`config.mk`:
```
export PLATFORM = sky130hd
export DESIGN_NAME = alu_seq
export DESIGN_NICKNAME = d
export VERILOG_FILES = /design/src/rtl/alu_seq.sv
export SDC_FILE = /design/constraint.sdc
export NUM_CORES = 1
export LEC_CHECK = 0
export ABC_AREA = 1
export BUFFER_PORTS_ARGS = -buffer_cell sky130_fd_sc_hd__buf_2
export CELL_PAD_IN_SITES_DETAIL_PLACEMENT = 0
export CELL_PAD_IN_SITES_GLOBAL_PLACEMENT = 1
export CORE_MARGIN = 3
export CORE_UTILIZATION = 35
export DETAILED_ROUTE_END_ITERATION = 10
export GPL_ROUTABILITY_DRIVEN = 0
export PLACE_DENSITY = 0.78
export REMOVE_ABC_BUFFERS = 1
export SYNTH_ARGS = -nofsm -noshare
export SYNTH_HDL_FRONTEND = slang
export SYNTH_SLANG_ARGS = --single-unit
```
`constraint.sdc`:
```
create_clock -name clk -period 7.13 [get_ports clk]
set_input_delay 1.426 -clock clk [delete_from_list [all_inputs] [get_ports clk]]
set_output_delay 1.426 -clock clk [all_outputs]
set_load 0.02 [all_outputs]
```
`src/rtl/alu_seq.sv`:
```
// alu_seq: registered ALU with a carry flag and one-bit-per-cycle shifts/rotates.
// ALU ops finish on the sampling edge. Shift ops run for shamt cycles in SHIFT
// with busy high. done pulses for one cycle when a result is ready.
module alu_seq #(
  parameter int WIDTH   = 8,
  parameter int SHAMT_W = 3
) (
  input  logic               clk,
  input  logic               reset,
  input  logic               start,
  input  logic               shift_en,
  input  logic [2:0]         alu_op,
  input  logic [2:0]         shift_op,
  input  logic [SHAMT_W-1:0] shamt,
  input  logic [WIDTH-1:0]   a_in,
  input  logic [WIDTH-1:0]   operand,
  output logic [WIDTH-1:0]   a_out,
  output logic               carry_out,
  output logic               zero,
  output logic               busy,
  output logic               done
);

  typedef enum logic {IDLE, SHIFT} state_t;

  localparam logic [2:0] OP_ADD = 3'b000, OP_SUB = 3'b001, OP_ADC = 3'b010,
                         OP_SBB = 3'b011, OP_AND = 3'b100, OP_OR  = 3'b101,
                         OP_XOR = 3'b110, OP_LD  = 3'b111;

  localparam logic [2:0] SH_SLL = 3'b000, SH_SRL = 3'b001, SH_SRA = 3'b010,
                         SH_ROL = 3'b011, SH_ROR = 3'b100, SH_RLC = 3'b101,
                         SH_RRC = 3'b110, SH_RSV = 3'b111;

  state_t               state_q, state_d;
  logic [WIDTH-1:0]     a_q, a_d;
  logic                 carry_q, carry_d;
  logic                 done_q, done_d;
  logic [SHAMT_W-1:0]   count_q, count_d;
  logic [2:0]           op_q, op_d;

  // Returns {carry, result}. Subtraction carry is "no borrow", so the borrow
  // bit of the WIDTH+1 difference is inverted. Logic ops pass carry through.
  function automatic logic [WIDTH:0] alu_calc(input logic [2:0] op,
                                              input logic [WIDTH-1:0] a,
                                              input logic [WIDTH-1:0] b,
                                              input logic cin);
    logic [WIDTH:0] s;
    s = {cin, a};
    case (op)
      OP_ADD: s = {1'b0, a} + {1'b0, b};
      OP_SUB: begin
        s = {1'b0, a} - {1'b0, b};
        s[WIDTH] = ~s[WIDTH];
      end
      OP_ADC: s = {1'b0, a} + {1'b0, b} + {{WIDTH{1'b0}}, cin};
      OP_SBB: begin
        s = {1'b0, a} - {1'b0, b} - {{WIDTH{1'b0}}, ~cin};
        s[WIDTH] = ~s[WIDTH];
      end
      OP_AND: s = {cin, a & b};
      OP_OR:  s = {cin, a | b};
      OP_XOR: s = {cin, a ^ b};
      OP_LD:  s = {cin, b};
      default: s = {cin, a};
    endcase
    return s;
  endfunction

  // One-bit shift/rotate step, returns {carry, result}.
  function automatic logic [WIDTH:0] shift_step(input logic [2:0] op,
                                                input logic [WIDTH-1:0] a,
                                                input logic cin);
    logic signed [WIDTH-1:0] sa;
    logic [WIDTH:0]          s;
    sa = $signed(a);
    s  = {cin, a};
    case (op)
      SH_SLL: s = {a[WIDTH-1], a[WIDTH-2:0], 1'b0};
      SH_SRL: s = {a[0], 1'b0, a[WIDTH-1:1]};
      SH_SRA: s = {a[0], $unsigned(sa >>> 1)};
      SH_ROL: s = {a[WIDTH-1], a[WIDTH-2:0], a[WIDTH-1]};
      SH_ROR: s = {a[0], a[0], a[WIDTH-1:1]};
      SH_RLC: s = {a[WIDTH-1], a[WIDTH-2:0], cin};
      SH_RRC: s = {a[0], cin, a[WIDTH-1:1]};
      default: s = {cin, a};
    endcase
    return s;
  endfunction

  // State and datapath registers; reset clears everything, including mid-shift.
  always_ff @(posedge clk) begin
    if (reset) begin
      state_q <= IDLE;
      a_q     <= '0;
      carry_q <= 1'b0;
      done_q  <= 1'b0;
      count_q <= '0;
      op_q    <= '0;
    end else begin
      state_q <= state_d;
      a_q     <= a_d;
      carry_q <= carry_d;
      done_q  <= done_d;
      count_q <= count_d;
      op_q    <= op_d;
    end
  end

  // Next-state and datapath logic; everything holds unless an op is running.
  always_comb begin
    state_d = state_q;
    a_d     = a_q;
    carry_d = carry_q;
    done_d  = 1'b0;
    count_d = count_q;
    op_d    = op_q;
    case (state_q)
      IDLE: begin
        if (start) begin
          if (!shift_en) begin
            {carry_d, a_d} = alu_calc(alu_op, a_in, operand, carry_q);
            done_d = 1'b1;
          end else begin
            a_d = a_in;
            if (shamt == '0 || shift_op == SH_RSV) begin
              done_d = 1'b1;
            end else begin
              count_d = shamt;
              op_d    = shift_op;
              state_d = SHIFT;
            end
          end
        end
      end
      SHIFT: begin
        {carry_d, a_d} = shift_step(op_q, a_q, carry_q);
        count_d = count_q - SHAMT_W'(1);
        if (count_q == SHAMT_W'(1)) begin
          state_d = IDLE;
          done_d  = 1'b1;
        end
      end
    endcase
  end

  assign a_out     = a_q;
  assign carry_out = carry_q;
  assign zero      = (a_q == '0);
  assign busy      = (state_q == SHIFT);
  assign done      = done_q;

endmodule

```
After elaboration in Yosys (flattened, before gate mapping)
Cells that the tools add are included.
{"block": "word_totals", "ff_bits": 17, "elab_cells": 78, "out_inout_bits": 12, "input_bits": 29}
{"block": "op_classes", "n_reduce_logical": 10, "bitwise": 8, "add_sub_neg": 5, "muxes": 22, "n_eq_ne": 26}
{"cell": "9-bit case mux with 8 select lines", "count": 1}
{"cell": "9-bit case mux with 7 select lines", "count": 1}
{"cell": "3-bit equality test, second input constant", "count": 8}
{"cell": "2-bit != test, second input constant", "count": 9}
{"cell": "8-bit 2-to-1 mux", "count": 2}
{"cell": "8-bit case mux with 2 select lines", "count": 1}
{"cell": "3-bit by 2-bit equality test with 1-bit output, second input constant", "count": 4}
{"cell": "1-bit 2-to-1 mux", "count": 10}
{"cell": "8-bit by 8-bit adder with 9-bit output", "count": 1}
{"cell": "9-bit by 1-bit adder with 9-bit output", "count": 1}
{"cell": "3-bit by 1-bit equality test with 1-bit output, second input constant", "count": 3}
{"cell": "3-bit zero test", "count": 3}
{"cell": "3-bit 2-to-1 mux", "count": 3}
{"cell": "8-bit by 8-bit subtractor with 9-bit output", "count": 1}
{"cell": "9-bit by 1-bit subtractor with 9-bit output", "count": 1}
{"cell": "8-bit AND", "count": 1}
{"cell": "8-bit zero test", "count": 1}
{"cell": "8-bit by 1-bit != test with 1-bit output, second input constant", "count": 1}
{"cell": "8-bit bitwise OR", "count": 1}
{"cell": "8-bit bitwise XOR", "count": 1}
{"cell": "7-bit by 1-bit != test with 1-bit output, second input constant", "count": 1}
{"cell": "7-bit AND reduction", "count": 1}
{"cell": "1-bit case mux with 2 select lines", "count": 3}
{"cell": "3-bit case mux with 2 select lines", "count": 1}
{"cell": "other kinds (6)", "count": 11}

Depth between registers and ports, before layout
Gate-level depths: netlist of the first run.
{"block": "depth", "word_depth": 7, "depth_mapped": 19, "mapped_depth_nobuf": 19}

Worst setup path before layout of the first run
Ideal clock, no wire load.
{"block": "synth_timing", "kind": "input port to flip-flop", "from": "in a_in[0]", "to": "reg carry_q, in the netlist carry_out", "t_arrival_ps": 3152, "setup_ps": 109, "path_stages": 15, "slack_ps": 3869, "required_time_ps": 7021, "n_path_buf": 0, "cell_sequence": "inv_1 ha_1 fa_1 ha_1 inv_1 nor2_2 nand3_1 nor2_2 nand4_1 nand3_1 nand3_1 nand3_1 nand3_1 nand2_1 inv_1"}
{"block": "synth_via", "elab_chain_len": 7, "elab_cells_between_ends": 10, "classes_between": "add/sub: 4; mux: 4; bitwise: 2"}
{"element": "start, declared", "line_no": "15", "text": "input logic [WIDTH-1:0] a_in,"}
{"element": "8-bit by 8-bit subtractor with 9-bit output", "line_no": "52, 57"}
{"element": "9-bit by 1-bit subtractor with 9-bit output", "line_no": "57", "text": "s = {1'b0, a} - {1'b0, b} - {{WIDTH{1'b0}}, ~cin};"}
{"element": "1-bit NOT", "line_no": "58", "text": "s[WIDTH] = ~s[WIDTH];"}
{"element": "9-bit case mux with 8 select lines *", "line_no": "49", "text": "case (op)"}
{"element": "1-bit 2-to-1 mux *", "line_no": "120", "text": "if (!shift_en) begin"}
{"element": "1-bit 2-to-1 mux *", "line_no": "119", "text": "if (start) begin"}
{"element": "1-bit case mux with 2 select lines *", "line_no": "117", "text": "case (state_q)"}
{"element": "end signal, assigned", "line_no": "102", "text": "carry_q <= carry_d;"}
{"element": "end, declared", "line_no": "36", "text": "logic carry_q, carry_d;"}
Every way passes the cells marked *; elsewhere a longest branch is shown, timed or not. The select of a mux whose other input is x is not followed.
A chain may end at the register's enable or synchronous reset.

Worst setup path in the final report of the first run
Same ends and word-level chain as after synthesis.

==> results of run 1 <==
synth_stat cells, drive strengths merged:
library cell and count:
a41o 1, o211ai 6, nor2 30, dfxtp 17, a211oi 5, ha 30
a21oi 30, o2bb2ai 1, nand2 105, o21ai 36, o22ai 7, nand4 17
a41oi 1, o311ai 1, a22oi 1, or2 3, inv 86, buf 5
and2 1, nand3 45, o41ai 1, fa 2, clkbuf 3, a221oi 1
clkinv 1, a311oi 1, o21bai 2, o221ai 3, o21a 3, a31oi 5
nor3 7, o2111ai 2, xor2 2
flip-flops by register name, indices dropped and copies added (netlist names):
register   cells
a_out          8
count_q        3
op_q           3
busy           1
carry_out      1
done           1
power breakdown:
group | total [mW] | switching [mW] | internal [mW]
Sequential | 0.114 | 0.0101 | 0.104
Combinational | 0.229 | 0.154 | 0.0749
Clock | 0.0759 | 0.0370 | 0.0389
Total | 0.419 | 0.201 | 0.218
stage by stage:
stage	total power [mW]	area, sq um	util	setup slack, ns	std cells
floorplan	0.277	2780	-	3.87	453
global placement	0.342	3110	0.399	3.43	595
detailed placement	0.342	3110	0.399	3.41	595
CTS	0.419	3160	0.404	3.71	599
global route	0.458	3160	0.404	3.45	599
finish	0.419	3160	0.404	3.65	599
per-layer routing:
metal	GRT usage	vias to the layer above	part of all wire
li1	-	1621	-
met1	0.290	1499	0.48
met2	0.334	93	0.47
met3	0.0242	7	0.050
met4	0.0130	0	0.0038
met5	0	-	0
cell type report:
| class | instances | area share |
|---|---|---|
| multi-input cells | 349 | 0.669 |
| flip-flops and latches | 17 | 0.108 |
| inverters | 87 | 0.105 |
| repair buffers | 40 | 0.0634 |
| well taps | 102 | 0.0404 |
| clock buffers | 3 | 0.0131 |
| clock inverters | 1 | 0.00158 |
how the worst min path moves through the flow:
stage / start / end / cells past startpoint
final: count_q[1]$_SDFFE_PP0P_ / count_q[1]$_SDFFE_PP0P_ / 2
after global routing: count_q[1]$_SDFFE_PP0P_ / count_q[1]$_SDFFE_PP0P_ / 2
after CTS: count_q[1]$_SDFFE_PP0P_ / count_q[1]$_SDFFE_PP0P_ / 2
after detailed placement: count_q[1]$_SDFFE_PP0P_ / count_q[1]$_SDFFE_PP0P_ / 2
after global placement: count_q[1]$_SDFFE_PP0P_ / count_q[1]$_SDFFE_PP0P_ / 2
after floorplan: count_q[1]$_SDFFE_PP0P_ / count_q[1]$_SDFFE_PP0P_ / 2
kinds of logic (layout without fill, tap and decap cells):
family,Yosys count,after routing,synth area share
flip-flops,17,17,0.120
XOR/XNOR,2,2,0.00884
AND/OR/NAND/NOR,208,208,0.354
AO/OA/AOI/OAI,107,107,0.236
buffers and inverters,95,131,0.134
adder cells (fa/ha/maj),32,32,0.147
worst min-delay path, stage by stage, from the launching register on:
cell	delay, ns
dfxtp_1	0.31
nand2_1	0.06
a31oi_1	0.06
==> flow_metrics.py, run 1 <==
metrics = {
    "outcome": {
        "status": "finished clean",
    },
    "clock_network": {
        "cts-root-buf": "clkbuf_8",
        "cts_tree": "yes",
        "cts_made_buffers": 3,
        "path_clk_slew_ns": 0.07,
        "ctsResizeCount": 0,
        "hold_buffers": 0,
        "clock-sinks": 17,
        "cts_setup_buffers": 0,
        "htree_levels": 1,
        "clkLatencyLatePin_ns": 0.26,
        "clk_path_buf_depth": 2,
    },
    "die": {
        "die-width_um": 95.9,
        "boundaryPins": 41,
        "core_area_sq_um": 7810,
        "rows": 32,
        "start_util": 0.363,
        "dieArea_sq_um": 9210,
        "die_h_um": 95.9,
    },
    "timing": {
        "finalSetupTns_ns": 0,
        "maxSlewViolCount": 0,
        "slew_headroom": 0.542,
        "worst_pin_slew_ns": 0.684,
        "skew_ns": 0.00210,
        "rsz0062_at_grt": "no",
        "hold_slack_ns": 0.487,
        "period_minus_slack_ns": 3.48,
        "hold_viol": 0,
        "setup_viol_count_final": 0,
        "fin_crit_sh": 0.487,
        "timing.fmax_ghz": 0.288,
    },
    "layout": {
        "nNetsFinal": 559,
        "fillCellCount": 878,
        "multi_input_area_sq_um": 2110,
        "seqCellArea_sq_um": 340,
        "drive_above_1_share": 0.169,
        "final_cell_mix": "nand2_1 (93), inv_1 (81), nand3_1 (43), buf_2 (40), o21ai_0 (35)",
        "areaGrowthSynthToFinish_pct": 11.5,
        "insertedDiodeCount": 0,
        "mostFrequentLayoutCell": "nand2_1",
    },
    "worst_setup_path": {
        "worst-r2r-setup-slack_ns": 5.00,
        "cp_slowest_cell": "o21ai_0",
        "crit_path_frequent_cell": "nand3_1",
        "critPathKind": "primary input to flop",
        "crit_arrival_ns": 3.64,
        "r2r_start": "carry_out$_SDFFE_PP0P_",
        "cp-end-kind": "flop",
        "ff2ff_path_depth": 14,
        "crit_path_end": "carry_out$_SDFFE_PP0P_",
        "crit_cells": 16,
        "cp_num_buf_inv": 4,
        "crit_chain": "buf_2 -> inv_1 -> ha_1 -> fa_1 -> inv_1 -> nand2_4 -> nand2_2 -> nand2_2 -> o21ai_0 -> nand4_1 -> nand3_1 -> nand3_1 -> nand3_1 -> nand3_1 -> nand2_1 -> inv_1",
        "crit_required_ns": 7.30,
        "critPathMaxFanout": 3,
        "crit_family": "simple AND/OR/NAND/NOR gates",
        "worstSetupStartpoint": "a_in[0]",
        "max_stage_delay_ns": 0.45,
        "cp-start-kind": "primary input",
        "r2r_end": "carry_out$_SDFFE_PP0P_",
    },
    "grt": {
        "grt_pass1_wl_um": 14500,
        "grt_pass1_vias": 2891,
        "antenna_found_initial": 0,
        "grt_use_total": 0.201,
        "grt_overflow": 0,
        "grt_max_degree": 20,
    },
    "logic_synthesis": {
        "syn_area_sq_um": 2830,
        "ys_ff_latch": 17,
        "syn_inst": 461,
        "synth_area_leaders": "ha_1 (13%), nand2_1 (12%), dfxtp_1 (12%), inv_1 (11%), nand3_1 (7.6%)",
        "yosysWarnings": 0,
        "synthDistinctLibCells": 49,
        "synth_top_area_frac": 0.133,
        "synth_top_cell_by_area": "ha_1",
        "avgSynthCellArea_sq_um": 6.14,
        "yosysSeqAreaShare": 0.120,
    },
    "drt": {
        "vias": 3220,
        "ant_nets": 0,
        "drt-total-wl_um": 8970,
        "wl_per_cell_um": 15.0,
        "viasPerCell": 5.38,
        "drtIter0Drc": 243,
        "dr.pass1.iters": 5,
        "drc": 0,
    },
    "worst_hold_path": {
        "hp-class": "flop to flop",
    },
    "pwr": {
        "p_leak_nw": 1.57,
        "ir_worst_vdd_uv": 78.7,
        "powerDensity_nw_per_um2": 133,
    },
    "placed_design": {
        "io_buffers": 40,
        "dp_hpwl_um": 7490,
    },
    "run": {
        "cap_viol_max_count": 0,
    },
}
Power figures use the tool's default switching activity.
==> inputs of run 2 (changes only) <==
Clock period 7.13 ns to 3.3 ns, I/O delays scaled along.
==> run 2 against run 1 <==
  * Clock power rose by 120%
  * Sequential power is 120% higher
  * First-iteration DRC count up 23%
  * Via count is 2.7% higher
  * Global-route usage up 0.065 points
  * Highest routed layer unchanged
  * Flip-flop and latch count did not move
  * Wire length is 0.81% higher
  * Non-clock buffer count did not move
  * Final cell count unchanged
  * Sequential share of layout area about the same
==> flow_metrics.py, run 2 (synthesized netlist as in run 1, its figures left out) <==
metrics = {
    "grt": {
        "grt_pass1_vias": 2974,
        "grt_max_degree": 20,
        "grt_use_total": 0.202,
        "grt_overflow": 0,
        "grt_pass1_wl_um": 14600,
        "antenna_found_initial": 0,
    },
    "clock_network": {
        "clock-sinks": 17,
        "cts-root-buf": "clkbuf_8",
        "cts_made_buffers": 3,
        "cts_tree": "yes",
        "ctsResizeCount": 0,
        "cts_setup_buffers": 0,
        "hold_buffers": 0,
        "htree_levels": 1,
        "clkLatencyLatePin_ns": 0.26,
        "path_clk_slew_ns": 0.08,
        "clk_path_buf_depth": 2,
    },
    "timing": {
        "finalSetupTns_ns": 0,
        "timing.fmax_ghz": 0.369,
        "setup_viol_count_final": 0,
        "worst_pin_slew_ns": 0.652,
        "rsz0062_at_grt": "no",
        "maxSlewViolCount": 0,
        "hold_viol": 0,
        "hold_slack_ns": 0.487,
        "slew_headroom": 0.564,
        "period_minus_slack_ns": 2.71,
        "fin_crit_sh": 0.821,
        "skew_ns": 0.0105,
    },
    "layout": {
        "fillCellCount": 869,
        "nNetsFinal": 559,
        "drive_above_1_share": 0.169,
        "areaGrowthSynthToFinish_pct": 11.6,
        "largest_reg_flops": 8,
        "multi_input_area_sq_um": 2110,
        "seqCellArea_sq_um": 340,
        "mostFrequentLayoutCell": "nand2_1",
        "insertedDiodeCount": 0,
        "final_cells": 599,
        "final_cell_mix": "nand2_1 (93), inv_1 (81), nand3_1 (43), buf_2 (40), o21ai_0 (35)",
        "design_area_sq_um": 3160,
    },
    "run": {
        "cap_viol_max_count": 0,
    },
    "worst_hold_path": {
        "hp-class": "flop to flop",
        "hp-start": "count_q[1]$_SDFFE_PP0P_",
    },
    "die": {
        "start_util": 0.363,
        "dieArea_sq_um": 9210,
        "die-width_um": 95.9,
        "rows": 32,
        "boundaryPins": 41,
        "core_area_sq_um": 7810,
        "die_h_um": 95.9,
    },
    "placed_design": {
        "placed_area_sq_um": 3110,
        "io_buffers": 40,
        "post-place-cells": 595,
        "dp_hpwl_um": 7580,
    },
    "worst_setup_path": {
        "cp-start-kind": "primary input",
        "r2r_start": "carry_out$_SDFFE_PP0P_",
        "critPathKind": "primary input to flop",
        "cp-end-kind": "flop",
        "crit_arrival_ns": 2.87,
        "worstSetupStartpoint": "a_in[0]",
        "critPathMaxFanout": 3,
        "crit_required_ns": 3.46,
    },
    "drt": {
        "ant_nets": 0,
        "vias": 3306,
        "drt-total-wl_um": 9040,
        "dr.pass1.iters": 5,
        "wl_per_cell_um": 15.1,
        "drtIter0Drc": 299,
        "drc": 0,
        "viasPerCell": 5.52,
    },
    "pwr": {
        "powerDensity_nw_per_um2": 288,
        "ir_worst_vdd_uv": 190,
        "power_mw": 0.910,
        "p_leak_nw": 1.56,
    },
    "outcome": {
        "status": "finished clean",
    },
}
[run 2: cell types whose count changed in the layout (fill, tap and decap cells not counted), sizes merged]
cell      delta
clkinv       -1
clkinvlp     +1
[run 2: path summary, 6_finish.rpt]
kind | to | slack [ns] | depth (start not counted)
worst min register to register | count_q[1]$_SDFFE_PP0P_ | 0.49 | 2
worst min-delay path | count_q[1]$_SDFFE_PP0P_ | 0.49 | 2
worst max-delay path | carry_out$_SDFFE_PP0P_ | 0.59 | 16
worst max register to register | carry_out$_SDFFE_PP0P_ | 1.18 | 14
[run 2: stage by stage]
stage / utilization / worst slack (ns)
2_1_floorplan: - / 0.802
3_3_place_gp: 0.399 / 0.366
3_5_place_dp: 0.399 / 0.360
4_1_cts: 0.405 / 0.634
5_1_grt: 0.405 / 0.378
6_report: 0.405 / 0.591
[run 2: final cells by class]
class,count,area share
multi-input combinational,349,0.668
clock inverter,1,0.00238
clock buffer,3,0.0131
sequential,17,0.108
tap,102,0.0404
inverter,87,0.105
timing repair buffer,40,0.0633
[run 2: power by group]
part           switching [mW]  total, mW  internal (mW)
registers              0.0221      0.247          0.225
clock network          0.0814      0.167         0.0852
logic                   0.335      0.497          0.162
[run 2: critical path, stage by stage]
cell and delay (ns):
buf_2 0.11, inv_1 0.06, ha_1 0.24, fa_1 0.40, inv_1 0.13, nand2_4 0.07
nand2_2 0.07, nand2_2 0.06, o21ai_0 0.44, nand4_1 0.16, nand3_1 0.14, nand3_1 0.08
nand3_1 0.07, nand3_1 0.07, nand2_1 0.06, inv_1 0.03
[run 2: per-layer routing]
layer  global-route usage  wire (um)
met5                    0          0
met2                0.319       4070
met3               0.0195        413
met4               0.0664        318
met1                0.286       4230
==> inputs of run 3 (changes only) <==
Settings changed: ABC_AREA 1 to 0, PLACE_DENSITY 0.78 to 0.77.
Clock period 3.3 ns to 2.4 ns, I/O delays scaled along.
==> run 3 against run 2 <==
  * The flow now finishes with violations (setup timing)
  * Die area up 0.70%
  * Design area grew 28%
  * Synthesized cell count down 20%
  * Non-clock buffer count increased by 85
  * Area after synthesis grew 0.75%
  * Sequential share of layout area is 2.3 points lower
  * Worst hold slack worse by 0.0028 ns
  * Highest routed layer unchanged
==> flow_metrics.py, run 3 <==
metrics = {
    "outcome": {
        "status": "finished, violations left",
        "violations": "setup timing",
    },
    "die": {
        "boundaryPins": 41,
        "start_util": 0.365,
        "rows": 32,
        "dieArea_sq_um": 9270,
        "die_h_um": 96.3,
        "core_area_sq_um": 7810,
        "die-width_um": 96.3,
    },
    "logic_synthesis": {
        "synthTopCellsByCount": "nor2_1 (38), ha_1 (30), inv_1 (30)",
        "yosysWarnings": 0,
        "ys_ff_latch": 17,
        "synth-edff-count": 0,
        "synth_top_area_frac": 0.132,
        "async_flop_share": 0,
        "synth_top_cell_by_area": "ha_1",
        "avgSynthCellArea_sq_um": 7.75,
        "syn_area_sq_um": 2850,
        "yosysMostFrequentCell": "nor2_1",
        "synth_area_leaders": "ha_1 (13%), dfxtp_1 (12%), nor2_1 (5.0%), xnor2_1 (4.3%), inv_1 (3.9%)",
        "yosysSeqAreaShare": 0.119,
        "syn_inst": 368,
        "ys.flop_type": "dfxtp_1",
        "synthDistinctLibCells": 71,
    },
    "clock_network": {
        "cts_tree": "yes",
        "clock-sinks": 17,
        "cts_made_buffers": 3,
        "htree_levels": 1,
        "cts-root-buf": "clkbuf_8",
        "hold_buffers": 0,
        "clk_path_buf_depth": 2,
        "clkLatencyLatePin_ns": 0.25,
        "path_clk_slew_ns": 0.07,
    },
    "worst_hold_path": {
        "holdPathEnd": "op_q[0]$_SDFFE_PP0P_",
        "hold_depth": 3,
        "hp-class": "primary input to flop",
        "hp-start": "shift_op[0]",
    },
    "timing": {
        "finalSetupTns_ns": -0.222,
        "worst_pin_slew_ns": 0.667,
        "hold_viol": 0,
        "rsz0062_at_grt": "yes",
        "slew_headroom": 0.552,
        "timing.fmax_ghz": 0.403,
        "skew_ns": 0.00314,
        "setup_slack_ns": -0.0824,
        "period_minus_slack_ns": 2.48,
        "fin_crit_sh": 1.03,
        "setup_viol_count_final": 4,
        "maxSlewViolCount": 0,
    },
    "layout": {
        "nNetsFinal": 540,
        "mostFrequentLayoutCell": "buf_4",
        "areaGrowthSynthToFinish_pct": 41.3,
        "final_cell_mix": "buf_4 (82), nor2_1 (37), buf_2 (37), inv_1 (27), nand2_1 (26)",
        "seqCellArea_sq_um": 340,
        "fillCellCount": 751,
        "insertedDiodeCount": 0,
        "drive_above_1_share": 0.397,
        "post-route-util": 0.516,
        "multi_input_area_sq_um": 2520,
        "largest_reg_flops": 8,
    },
    "pwr": {
        "ir_worst_vdd_uv": 222,
        "switching_power_mw": 0.644,
        "switching_share": 0.412,
        "power_frac_comb": 0.642,
        "internal_power_mw": 0.920,
        "clkPwrFrac": 0.139,
        "power.share.sequential": 0.219,
        "p_leak_nw": 1.82,
        "powerDensity_nw_per_um2": 388,
    },
    "grt": {
        "busiest_layer": "met2",
        "grt_use_met1": 0.274,
        "grt_max_degree": 24,
        "grt_use_met3": 0.0102,
        "grt_overflow": 0,
        "antenna_found_initial": 0,
        "grt_pass1_vias": 3048,
        "grt_pass1_wl_um": 14900,
        "grt_use_met2": 0.351,
        "grt_use_total": 0.200,
    },
    "drt": {
        "vias": 3095,
        "drt-total-wl_um": 9030,
        "wl_per_cell_um": 15.6,
        "drc": 0,
        "viasPerCell": 5.34,
        "drtIter0Drc": 132,
        "dr.pass1.iters": 5,
        "ant_nets": 0,
    },
    "worst_setup_path": {
        "critPathMaxFanout": 3,
        "crit_chain": "buf_8 -> inv_4 -> ha_4 -> fa_2 -> buf_4 -> xnor2_1 -> buf_4 -> and4_1 -> nand2_2 -> xor2_2 -> a2111oi_4 -> a2111oi_4",
        "worst-r2r-setup-slack_ns": 0.13,
        "ff2ff_path_depth": 7,
        "cp-start-kind": "primary input",
        "crit_arrival_ns": 2.60,
        "max_stage_delay_ns": 0.35,
        "crit_required_ns": 2.52,
        "r2r_start": "op_q[1]$_SDFFE_PP0P_",
        "critPathKind": "primary input to flop",
        "cp-end-kind": "flop",
        "cp_slowest_cell": "a2111oi_4",
        "r2r_end": "a_out[6]$_SDFFE_PP0P_",
    },
    "placed_design": {
        "io_buffers": 40,
        "dp_hpwl_um": 7130,
    },
    "run": {
        "cap_viol_max_count": 0,
    },
}
run 3: how the worst max path moves through the flow:
stage | startpoint | to | cells after the start
after floorplan | a_in[0] | a_out[6]$_SDFFE_PP0P_ | 11
final | a_in[0] | a_out[6]$_SDFFE_PP0P_ | 12
after global routing | a_in[0] | a_out[6]$_SDFFE_PP0P_ | 12
after CTS | a_in[0] | a_out[6]$_SDFFE_PP0P_ | 11
after detailed placement | a_in[0] | a_out[6]$_SDFFE_PP0P_ | 12
after global placement | a_in[0] | a_out[6]$_SDFFE_PP0P_ | 11
run 3: routing by layer:
metal | routed length [um] | share of wire
met1 | 4220 | 0.47
met2 | 4370 | 0.48
met3 | 411 | 0.045
met4 | 35 | 0.0039
met5 | 0 | 0
run 3: stage by stage:
step                setup slack, ns  hold WS, ns  cell area, sq um  cells  total power [mW]
floorplan                    -0.236        0.462              2760    349             0.862
global placement             -0.416        0.480              3650    567              1.22
detailed placement           -0.556        0.526              3650    567              1.23
CTS                          -0.125        0.482              3830    575              1.49
global route                 -0.170        0.489              4030    580              1.68
finish                      -0.0824        0.484              4030    580              1.56
run 3: power groups by stage:
stage,sequential [mW],clock [mW],combinational [mW]
2_1_floorplan,0.369,0,0.493
3_3_place_gp,0.347,0,0.869
3_5_place_dp,0.349,0,0.880
4_1_cts,0.342,0.221,0.928
5_1_grt,0.346,0.236,1.10
6_report,0.343,0.218,1.00
run 3: cells by family after synthesis:
kind of cell | share of synthesized area
mux | 0.0930
buf+inv | 0.0776
flops | 0.119
xor+xnor | 0.0825
compound gates | 0.289
fa+ha+maj | 0.146
simple gates | 0.193
run 3: timing repair:
item / CTS / global route
pin swaps: 17 / 26
gates resized for setup: 22 / 30
buffers inserted: 4 / 6
setup endpoints to repair: 6 / 7
run 3: area by class of cell:
cell class                      count  share of cell area
Multi-Input combinational cell    299               0.625
Timing Repair Buffer              125               0.216
Sequential cell                    17              0.0844
Tap cell                          102              0.0317
Inverter                           33              0.0313
Clock buffer                        3              0.0102
Clock inverter                      1             0.00124
run 3: worst max-delay path: cells and delay by family:
family          cells  cell delay [ns]
simple gates        2             0.29
xor+xnor            2             0.45
compound gates      2             0.43
fa+ha+maj           2             0.49
buf+inv             4             0.45
